===== config.mk =====
export PLATFORM = sky130hd
export DESIGN_NAME = reg_write_queue
export DESIGN_NICKNAME = d
export VERILOG_FILES = /design/src/rtl/reg_write_queue_pkg.sv /design/src/rtl/wq_fifo.sv /design/src/rtl/reg_write_queue.sv
export SDC_FILE = /design/constraint.sdc
export NUM_CORES = 1
export LEC_CHECK = 0
export ABC_AREA = 1
export CELL_PAD_IN_SITES_DETAIL_PLACEMENT = 2
export CELL_PAD_IN_SITES_GLOBAL_PLACEMENT = 2
export CORE_MARGIN = 3
export CORE_UTILIZATION = 32
export DETAILED_ROUTE_END_ITERATION = 10
export MAX_ROUTING_LAYER = met4
export PLACE_DENSITY_LB_ADDON = 0.12
export SKIP_CTS_REPAIR_TIMING = 1
export SYNTH_ARGS = -nofsm -noshare
export SYNTH_HDL_FRONTEND = slang
export SYNTH_SLANG_ARGS = --single-unit

===== constraint.sdc =====
create_clock -name clk -period 2.44 [get_ports clk]
set_clock_uncertainty 0.05 [all_clocks]
set_input_delay 0.488 -clock clk [delete_from_list [all_inputs] [get_ports clk]]
set_output_delay 0.488 -clock clk [all_outputs]
set_load 0.01 [all_outputs]

===== src/rtl/reg_write_queue_pkg.sv =====
// Shared constants and the request entry type for the register-file write queue.
package reg_write_queue_pkg;

  localparam int DATA_W     = 6;
  localparam int NREGS_DEF  = 8;
  localparam int ADDR_W_DEF = 3;

  typedef struct packed {
    logic [ADDR_W_DEF-1:0] addr;
    logic [DATA_W-1:0]     data;
  } req_entry_t;

endpackage


===== src/rtl/wq_fifo.sv =====
// Synchronous FIFO holding pending register writes; pointers wrap modulo DEPTH.
module wq_fifo #(
  parameter  int DEPTH = 4,
  parameter  int WIDTH = 9,
  localparam int LVL_W = $clog2(DEPTH + 1)
) (
  input  logic             clk,
  input  logic             rst,
  input  logic             push,
  input  logic [WIDTH-1:0] push_data,
  input  logic             pop,
  output logic [WIDTH-1:0] pop_data,
  output logic             full,
  output logic             empty,
  output logic [LVL_W-1:0] level
);

  localparam int PTR_W = $clog2(DEPTH);

  logic [WIDTH-1:0] mem [DEPTH];
  logic [PTR_W-1:0] wr_ptr;
  logic [PTR_W-1:0] rd_ptr;
  logic             do_push;
  logic             do_pop;

  assign full     = (level == LVL_W'(DEPTH));
  assign empty    = (level == '0);
  assign do_push  = push & ~full;
  assign do_pop   = pop & ~empty;
  assign pop_data = mem[rd_ptr];

  always_ff @(posedge clk) begin
    if (!rst) begin
      wr_ptr <= '0;
      rd_ptr <= '0;
      level  <= '0;
    end else begin
      if (do_push) wr_ptr <= wr_ptr + 1'b1;
      if (do_pop)  rd_ptr <= rd_ptr + 1'b1;
      level <= level + LVL_W'(do_push) - LVL_W'(do_pop);
    end
  end

  // Storage carries data only, so it is left out of reset.
  always_ff @(posedge clk) begin
    if (do_push) mem[wr_ptr] <= push_data;
  end

endmodule


===== src/rtl/reg_write_queue.sv =====
// Register-file write front end: queues (addr,data) requests and retires one per cycle
// as a one-hot select plus write strobe; also keeps a sticky error flag.
module reg_write_queue
  import reg_write_queue_pkg::*;
#(
  parameter  int NREGS  = NREGS_DEF,
  parameter  int ADDR_W = ADDR_W_DEF,
  parameter  int DEPTH  = 4,
  localparam int LVL_W  = $clog2(DEPTH + 1)
) (
  input  logic              clk,
  input  logic              rst,
  input  logic              req_valid,
  input  logic [ADDR_W-1:0] req_addr,
  input  logic [DATA_W-1:0] req_data,
  output logic              req_ready,
  input  logic              hold,
  output logic [NREGS-1:0]  chosen,
  output logic              w_en,
  output logic [DATA_W-1:0] w_data,
  input  logic [NREGS-1:0]  reg_err,
  output logic              err,
  output logic [LVL_W-1:0]  level
);

  localparam int ENT_W = ADDR_W + DATA_W;

  logic              push;
  logic              pop;
  logic              full;
  logic              empty;
  logic [ENT_W-1:0]  head;
  logic [ADDR_W-1:0] head_addr;
  logic [DATA_W-1:0] head_data;
  logic              legal;

  logic              w_en_p1;
  logic [NREGS-1:0]  chosen_p1;
  logic [DATA_W-1:0] w_data_p1;
  logic              err_p1;

  function automatic logic [NREGS-1:0] decode(input logic [ADDR_W-1:0] a);
    logic [NREGS-1:0] v;
    v = '0;
    for (int i = 0; i < NREGS; i++) v[i] = (a == ADDR_W'(i));
    return v;
  endfunction

  // Ready is not pop-aware: a full queue refuses even when it drains this cycle.
  assign req_ready = rst & ~full;
  assign push      = req_valid & req_ready;
  assign pop       = ~empty & ~hold;
  assign {head_addr, head_data} = head;

  wq_fifo #(
    .DEPTH (DEPTH),
    .WIDTH (ENT_W)
  ) u_fifo (
    .clk       (clk),
    .rst       (rst),
    .push      (push),
    .push_data ({req_addr, req_data}),
    .pop       (pop),
    .pop_data  (head),
    .full      (full),
    .empty     (empty),
    .level     (level)
  );

  generate
    if (NREGS < (1 << ADDR_W)) begin : g_addr_chk
      assign legal = ({1'b0, head_addr} < (ADDR_W + 1)'(NREGS));
    end else begin : g_addr_full
      assign legal = 1'b1;
    end
  endgenerate

  // Stage p1: retire register, one pulse per legal pop; illegal entries raise err instead.
  always_ff @(posedge clk) begin
    if (!rst) begin
      w_en_p1   <= 1'b0;
      chosen_p1 <= '0;
      w_data_p1 <= '0;
      err_p1    <= 1'b0;
    end else begin
      w_en_p1   <= pop & legal;
      chosen_p1 <= (pop & legal) ? decode(head_addr) : '0;
      if (pop & legal) w_data_p1 <= head_data;
      if ((|reg_err) | (pop & ~legal)) err_p1 <= 1'b1;
    end
  end

  assign w_en   = w_en_p1;
  assign chosen = chosen_p1;
  assign w_data = w_data_p1;
  assign err    = err_p1;

endmodule


==> flow_summary.toml, run 1 <==
[run_status]
status = "completed"

[placement]
portBuffers = 40
routabilityCongestion = 0.712
hpwl_um = 4650
dp_slack_ps = 86.8
placed_area_um2 = 3180

[die]
rows = 32
die_area_um2 = 9370
die_w_um = 96.8
ios = 41
die_h_um = 96.8
initial_core_util_pct = 33.6
core_um2 = 7850

[global_route]
grt_first_pass_wirelength_um = 11300
antenna_found_initial = 0
grt-ovfl-total = 0
first_global_vias = 2258
grt_max_degree = 20
gr-usage-all-layers_pct = 16.0

[synthesis]
synth_cell_type_count = 22
synth.most_common_cell = "nand2_1"
synth_area_leaders = "edfxtp_1 41%, dfxtp_1 19%, nand2_1 12%, inv_1 7.4%, nor2_1 5.1%"
synthTopCellsByCount = "86 x nand2_1, 52 x inv_1, 36 x edfxtp_1, 36 x nor2_1, 25 x dfxtp_1"
yosysWarnings = 0
synthesis.nets = 319
synth-edff-count = 36
synthArstFlopShare_pct = 0
syn_area_um2 = 2640
synth_area_leader_cell = "edfxtp_1"
synth.avg_cell_area_um2 = 9.06
ys_seq_area_share_pct = 60.0
yosysTopAreaCellShare_pct = 41.0
synth_ff_type = "edfxtp_1"
syn_inst = 291
synth-seq-cells = 61

[sta]
hold_viol_final = 0
timing.fmax_mhz = 441
rsz0062_at_grt = "no"
tns_ps = 0
setup_ws_ps = 172
fin_crit_sh_pct = 93.0
slew_headroom_pct = 67.6
max_slew.worst_pin.slew_ps = 486
fin_crit_ps = 2270
setup_violations = 0
maxSlewViolCount = 0

[final_layout]
final_cell_area_um2 = 3380
multiInputGateArea_um2 = 791
fill_cells = 887
drive_above_1_share_pct = 11.1
diodes = 0
syn_to_final_growth_pct = 28.2
fin_nets = 373
register_area_um2 = 1580

[worst_setup_path]
cp_data_arrival_time_ps = 1730
start_kind = "primary input"
cp.required_ps = 1900
cp_max_fo = 3
cp-end-kind = "output port"
path_class = "in2out"

[hold_path]
hp-class = "reg2reg"

[route]
via_count = 2030
drtIter0Drc = 70
firstDrtPassIters = 4
wirelength_um = 7000
drtAntennaViolNets = 0
post-route-drc-count = 0
vias_per_cell = 4.49
wl_per_cell_um = 15.5

[cts]
path_clk_slew_ps = 70
clockBufferDepth = 2
cts-root-buf = "clkbuf_8"
cts_sinks = 61
cts_buffers = 9
clock_latency_ps = 340
cts_tree = "done"
htree_levels = 3

[pwr]
p_per_area_nw_per_um2 = 938
power_uw = 3170
p_leak_uw = 0.00150
vdd_drop_max_mv = 0.367

[run]
drv_cap = 0
==> critical path: stages <==
cell	delay [ps]
clkdlybuf4s50_1	530
inv_2	50
a21oi_1	110
clkdlybuf4s50_1	550
==> where the power goes <==
part | leakage, µW | switching [µW] | internal, µW
Clock | 0.0000940 | 423 | 496
Sequential | 0.000531 | 75.2 | 1200
Combinational | 0.000870 | 587 | 385
==> cell type report <==
class	instances	share of cell area, %
clock inverter	6	1.81
inverter	55	6.11
sequential	61	46.8
timing repair buffer	50	14.1
multi-input combinational	168	23.4
tap	102	3.77
clock buffer	10	4.07
==> state kept, by name, indices dropped and copies added, names as in the netlist, named ones only <==
register / flops
u_fifo.rd_ptr: 2
u_fifo.level: 3
u_fifo.wr_ptr: 2
chosen: 8
err: 1
u_fifo.mem: 36
w_en: 1
w_data: 6
==> cell usage in the layout, fill, tap and decap left out, types with 3 or more instances in the layout <==
cell             count
edfxtp_1            36
inv_1               52
nand2_1             86
nand2_2              6
nor2_1              36
nand3_1             21
ha_1                 6
clkbuf_8            10
buf_4               10
inv_2                3
clkdlybuf4s50_1     40
dfxtp_1             25
==> kinds of logic (layout without fill, tap and decap cells) <==
group                      count (synthesis)  after routing  share of synthesized area [%]
buffers and inverters                     62            121                           10.1
and+or+nand+nor                          156            156                           25.3
adders and majority gates                  7              7                           3.61
DFF                                       61             61                           60.0
AOI/OAI and AO/OA                          5              5                           1.09
==> per-layer routing <==
metal | GRT usage (%) | routed length (µm) | vias to the layer above
met1 | 17.6 | 2960 | 991
met3 | 3.82 | 211 | 10
met2 | 28.4 | 3750 | 36
met4 | 5.18 | 81 | 0
li1 | - | - | 993
met5 | - | 0 | -
==> final timing paths <==
path | from | endpoint | slack (ps) | depth (start not counted)
worst min-delay path | u_fifo.rd_ptr[1]$_SDFFE_PN0P_ | u_fifo.rd_ptr[1]$_SDFFE_PN0P_ | 460 | 2
worst max-delay path | rst | req_ready | 170 | 4
worst max register to register | u_fifo.level[0]$_SDFF_PN0_ | u_fifo.level[2]$_SDFF_PN0_ | 540 | 11
worst min register to register | u_fifo.rd_ptr[1]$_SDFFE_PN0P_ | u_fifo.rd_ptr[1]$_SDFFE_PN0P_ | 460 | 2
==> per-stage QoR <==
stage	utilization, %	cells	hold slack [ps]
6_report	43.1	452	456
5_1_grt	43.1	452	482
4_1_cts	43.1	452	461
3_5_place_dp	40.5	436	445
3_3_place_gp	40.5	436	439
2_1_floorplan	-	291	414
Power figures use the tool's default switching activity.
==> run 2: changes to the inputs <==
Settings changed: REMOVE_ABC_BUFFERS set to 1.
==> run 2 against run 1 <==
Combinational power is 2% lower; count of clock-buffer cells in the layout stayed put; worst setup slack better by 33 ps; clock power is 14% higher; non-clock buffer count is 1 higher; utilization is 0.62 points higher; critical path type unchanged; critical endpoint unchanged.
==> flow_summary.toml, run 2 (synthesis results as in run 1) <==
[cts]
cts_tree = "done"
clock_latency_ps = 340
cts_buffers = 9
cts_sinks = 61
clockBufferDepth = 2
cts-root-buf = "clkbuf_8"
path_clk_slew_ps = 70
htree_levels = 3

[die]
die_w_um = 96.8
die_area_um2 = 9370
rows = 32
initial_core_util_pct = 33.6
core_um2 = 7850
ios = 41
die_h_um = 96.8

[placement]
placed_area_um2 = 3190
hpwl_um = 4470
routabilityCongestion = 0.735
portBuffers = 40

[route]
drtIter0Drc = 38
post-route-drc-count = 0
vias_per_cell = 4.46
wl_per_cell_um = 14.0
wirelength_um = 6320
via_count = 2021
drtAntennaViolNets = 0
firstDrtPassIters = 4

[hold_path]
hp-class = "reg2reg"
min-delay-start = "u_fifo.rd_ptr[1]$_SDFFE_PN0P_"
min_to = "u_fifo.rd_ptr[1]$_SDFFE_PN0P_"
whs_path_depth = 2

[global_route]
grt_first_pass_wirelength_um = 10700
grt-ovfl-total = 0
grt_max_degree = 20
antenna_found_initial = 0
gr-usage-all-layers_pct = 15.2
first_global_vias = 2197

[final_layout]
diodes = 0
top_register = "u_fifo.mem"
fin_nets = 374
syn_to_final_growth_pct = 30.0
largest_reg_flops = 36
layout_commonest_cell = "nand2_1"
final_cell_area_um2 = 3430
drive_above_1_share_pct = 12.0
final_cell_mix = "86 x nand2_1, 52 x inv_1, 40 x clkdlybuf4s50_1"

[pwr]
p_leak_uw = 0.00153
vdd_drop_max_mv = 0.405
p_per_area_nw_per_um2 = 957

[worst_setup_path]
cp-end-kind = "output port"
crit_top_cell = "clkdlybuf4s50_1"
cp.required_ps = 1900
r2r_end = "u_fifo.level[2]$_SDFF_PN0_"
r2r_slack_ps = 510
start_kind = "primary input"
crit_path_top_delay_cell = "clkdlybuf4s50_1"
r2r-start = "u_fifo.level[0]$_SDFF_PN0_"
cp_data_arrival_time_ps = 1700
crit_path_cell_trace = "clkdlybuf4s50_1 > inv_2 > a21oi_1 > clkdlybuf4s50_1"
cp_max_fo = 2
critPathMaxStageDelay_ps = 550
r2r_cells = 11
path_class = "in2out"

[sta]
fin_crit_sh_pct = 91.6
tns_ps = 0
timing.fmax_mhz = 447
rsz0062_at_grt = "no"
max_slew.worst_pin.slew_ps = 454
hold_viol_final = 0
fin_crit_ps = 2230
slew_headroom_pct = 69.7
setup_violations = 0
maxSlewViolCount = 0

[run_status]
status = "completed"

[run]
drv_cap = 0
## run 2: power by group
part,leakage [µW],internal (µW),total [µW],switching [µW]
registers,0.000531,1200,1270,68.9
logic,0.000876,385,953,568
clock network,0.000119,642,1050,412
total,0.00153,2230,3280,1050
## run 2: layout make-up
| cell class | count | area [µm²] |
|---|---|---|
| inverter | 55 | 206 |
| clock buffer | 10 | 149 |
| timing repair buffer | 51 | 483 |
| clock inverter | 6 | 91.3 |
| fill | 867 | 4420 |
| sequential | 61 | 1580 |
| multi-input combinational | 168 | 791 |
| tap | 102 | 128 |
## run 2: how the worst max path moves through the flow
stage | from | end | cells past startpoint
6_report | rst | req_ready | 4
5_1_grt | rst | req_ready | 4
4_1_cts | rst | req_ready | 4
3_5_place_dp | hold | u_fifo.level[2]$_SDFF_PN0_ | 11
3_3_place_gp | hold | u_fifo.level[2]$_SDFF_PN0_ | 11
2_1_floorplan | u_fifo.level[0]$_SDFF_PN0_ | u_fifo.level[2]$_SDFF_PN0_ | 11
## run 2: critical path, delay by kind of cell
family                 cells  cell delay (ps)
buffers and inverters      3             1100
AOI/OAI and AO/OA          1              110
## run 2: per-layer routing
| layer | vias to the layer above | GRT usage [%] | part of all wire (%) |
|---|---|---|---|
| li1 | 1000 | - | - |
| met1 | 969 | 16.3 | 42 |
| met2 | 41 | 26.0 | 52 |
| met3 | 11 | 3.68 | 3.7 |
| met4 | 0 | 7.88 | 2.2 |
| met5 | - | - | 0 |
## run 2: metrics by stage
step	utilization, %	hold slack, ps	setup slack [ps]	power (µW)	instances
2_1_floorplan	-	417	489	1860	284
3_3_place_gp	40.6	430	112	2230	437
3_5_place_dp	40.6	450	32.4	2280	437
4_1_cts	43.7	463	200	3360	453
5_1_grt	43.7	488	146	3530	453
6_report	43.7	461	205	3280	453
==> run 3: changes to the inputs <==
Settings changed: CORE_UTILIZATION 32 to 34, PLACE_DENSITY_LB_ADDON 0.12 to 0.1, SYNTH_HIERARCHICAL set to 1.
==> run 3 against run 2 <==
Maximum frequency shrank 2.2%; sequential share of layout area grew 1.6 points; global-route usage grew 0.84 points; area after synthesis shrank 4.3%; utilization grew 3.8 points; critical path type is now in2reg; largest cell class unchanged.
==> flow_summary.toml, run 3 <==
[worst_setup_path]
cp_max_fo = 2
r2r_end = "u_fifo/level[1]$_SDFF_PN0_"
start_kind = "primary input"
setup.worst_path.end = "u_fifo/level[2]$_SDFF_PN0_"
r2r-start = "u_fifo/level[2]$_SDFF_PN0_"
cp-startpoint = "rst"
r2r_cells = 12
cp-end-kind = "flop"
path_class = "in2reg"
cp_data_arrival_time_ps = 2470
r2r_slack_ps = 230
cp.required_ps = 2620

[die]
core_um2 = 6980
die_w_um = 92.2
initial_core_util_pct = 36.2
rows = 30
die_h_um = 92.2
ios = 41
die_area_um2 = 8500

[sta]
hold_viol_final = 0
rsz0062_at_grt = "no"
hold_ws_ps = 466
fin_crit_sh_pct = 93.7
timing.fmax_mhz = 438
setup_violations = 0
slew_headroom_pct = 54.2
fin_crit_ps = 2290
maxSlewViolCount = 0
tns_ps = 0
max_slew.worst_pin.slew_ps = 686

[placement]
placed_area_um2 = 3090
routabilityCongestion = 0.739
portBuffers = 40
placed_cells = 365
hpwl_um = 4500

[pwr]
p_leak_uw = 0.00131
p_per_area_nw_per_um2 = 952
vdd_drop_max_mv = 0.444

[final_layout]
layout_commonest_cell = "nor2_1"
final_cells = 381
final_cell_area_um2 = 3320
final_cell_mix = "47 x nor2_1, 39 x clkdlybuf4s50_1, 36 x edfxtp_1"
drive_above_1_share_pct = 21.8
diodes = 0
syn_to_final_growth_pct = 31.3
largest_reg_flops = 36
top_register = "u_fifo/mem"
fin_nets = 308

[global_route]
gr-usage-all-layers_pct = 16.0
grt_max_degree = 19
grt_first_pass_wirelength_um = 9860
first_global_vias = 1947
antenna_found_initial = 0
grt-ovfl-total = 0

[cts]
cts_tree = "done"
clock_latency_ps = 330
cts_buffers = 9
path_clk_slew_ps = 70
cts_sinks = 61
cts-root-buf = "clkbuf_8"
htree_levels = 3
clockBufferDepth = 2

[synthesis]
yosysTopAreaCellShare_pct = 42.8
synth-edff-count = 36
ys_seq_area_share_pct = 62.6
yosysWarnings = 6
synth_cell_type_count = 25
synth_ff_type = "edfxtp_1"
syn_inst = 220
synth_area_leaders = "edfxtp_1 43%, dfxtp_1 20%, nor2_1 7.0%, o22ai_2 4.5%, o21ai_0 3.8%"
synthArstFlopShare_pct = 0
syn_area_um2 = 2520
synth-seq-cells = 61
synth_area_leader_cell = "edfxtp_1"
synth.most_common_cell = "nor2_1"
synth.avg_cell_area_um2 = 11.5
synthTopCellsByCount = "47 x nor2_1, 36 x edfxtp_1, 25 x dfxtp_1, 21 x inv_1, 19 x o21ai_0"

[route]
drtIter0Drc = 52
firstDrtPassIters = 3
vias_per_cell = 4.68
via_count = 1782
wl_per_cell_um = 15.7
drtAntennaViolNets = 0
post-route-drc-count = 0
wirelength_um = 5990

[run]
drv_cap = 0

[hold_path]
hp-class = "reg2reg"
min-delay-start = "u_fifo/rd_ptr[0]$_SDFFE_PN0P_"

[run_status]
status = "completed"
run 3: changes by cell type after synthesis, moves of 4 or more:
cell,change
nand2_2,-4
inv_1,-31
nor2_1,+11
o22ai_2,+9
nand2_1,-71
o21ai_0,+17
nor2_2,+9
nand3_1,-16
run 3: stage by stage:
step | setup WS, ps | util [%] | total power, µW
finish | 155 | 47.5 | 3160
global route | 0.878 | 47.5 | 3380
CTS | 43.0 | 47.4 | 3220
detailed placement | -309 | 44.3 | 2280
global placement | -216 | 44.3 | 2240
floorplan | 28.0 | - | 1870
run 3: report_power, final:
group	switching, µW	internal, µW	leakage, µW
combinational	529	389	0.000670
sequential	99.4	1210	0.000530
clock	380	545	0.000113
run 3: layout make-up:
class | instances | area [µm²]
clock inverter | 2 | 10.0
fill | 748 | 3670
timing repair buffer | 52 | 493
tap | 96 | 120
inverter | 25 | 106
sequential | 61 | 1580
clock buffer | 14 | 205
multi-input combinational | 131 | 800
run 3: worst min path at each step:
stage | end | slack, ps | depth (start not counted)
finish | u_fifo/rd_ptr[0]$_SDFFE_PN0P_ | 470 | 2
global route | w_data[1]$_SDFFE_PN0P_ | 510 | 2
CTS | u_fifo/rd_ptr[0]$_SDFFE_PN0P_ | 460 | 2
detailed placement | flop | 440 | 2
global placement | u_fifo/rd_ptr[0]$_SDFFE_PN0P_ | 440 | 2
floorplan | flop | 400 | 2
run 3: logic make-up (layout without fill, tap and decap cells):
| family | after synthesis | in the layout | synth area share (%) |
|---|---|---|---|
| flops | 61 | 61 | 62.6 |
| buf+inv | 28 | 93 | 5.90 |
| fa+ha+maj | 7 | 7 | 3.77 |
| simple gates | 86 | 86 | 17.0 |
| compound gates | 38 | 38 | 10.7 |
run 3: metal layers:
layer / track usage, % / vias to the layer above / part of all wire [%]
met1: 18.4 / 883 / 42
met4: 6.68 / 0 / 1.7
met3: 3.04 / 10 / 3.0
li1: - / 855 / -
met2: 27.5 / 34 / 53
met5: - / - / 0
run 3: critical path, stage by stage:
cell	delay (ps)
clkdlybuf4s50_1	530
inv_2	60
nor3b_2	220
nand2_2	100
ha_1	290
inv_1	40
ha_1	180
fa_1	380
a21oi_1	120
nor2_1	50
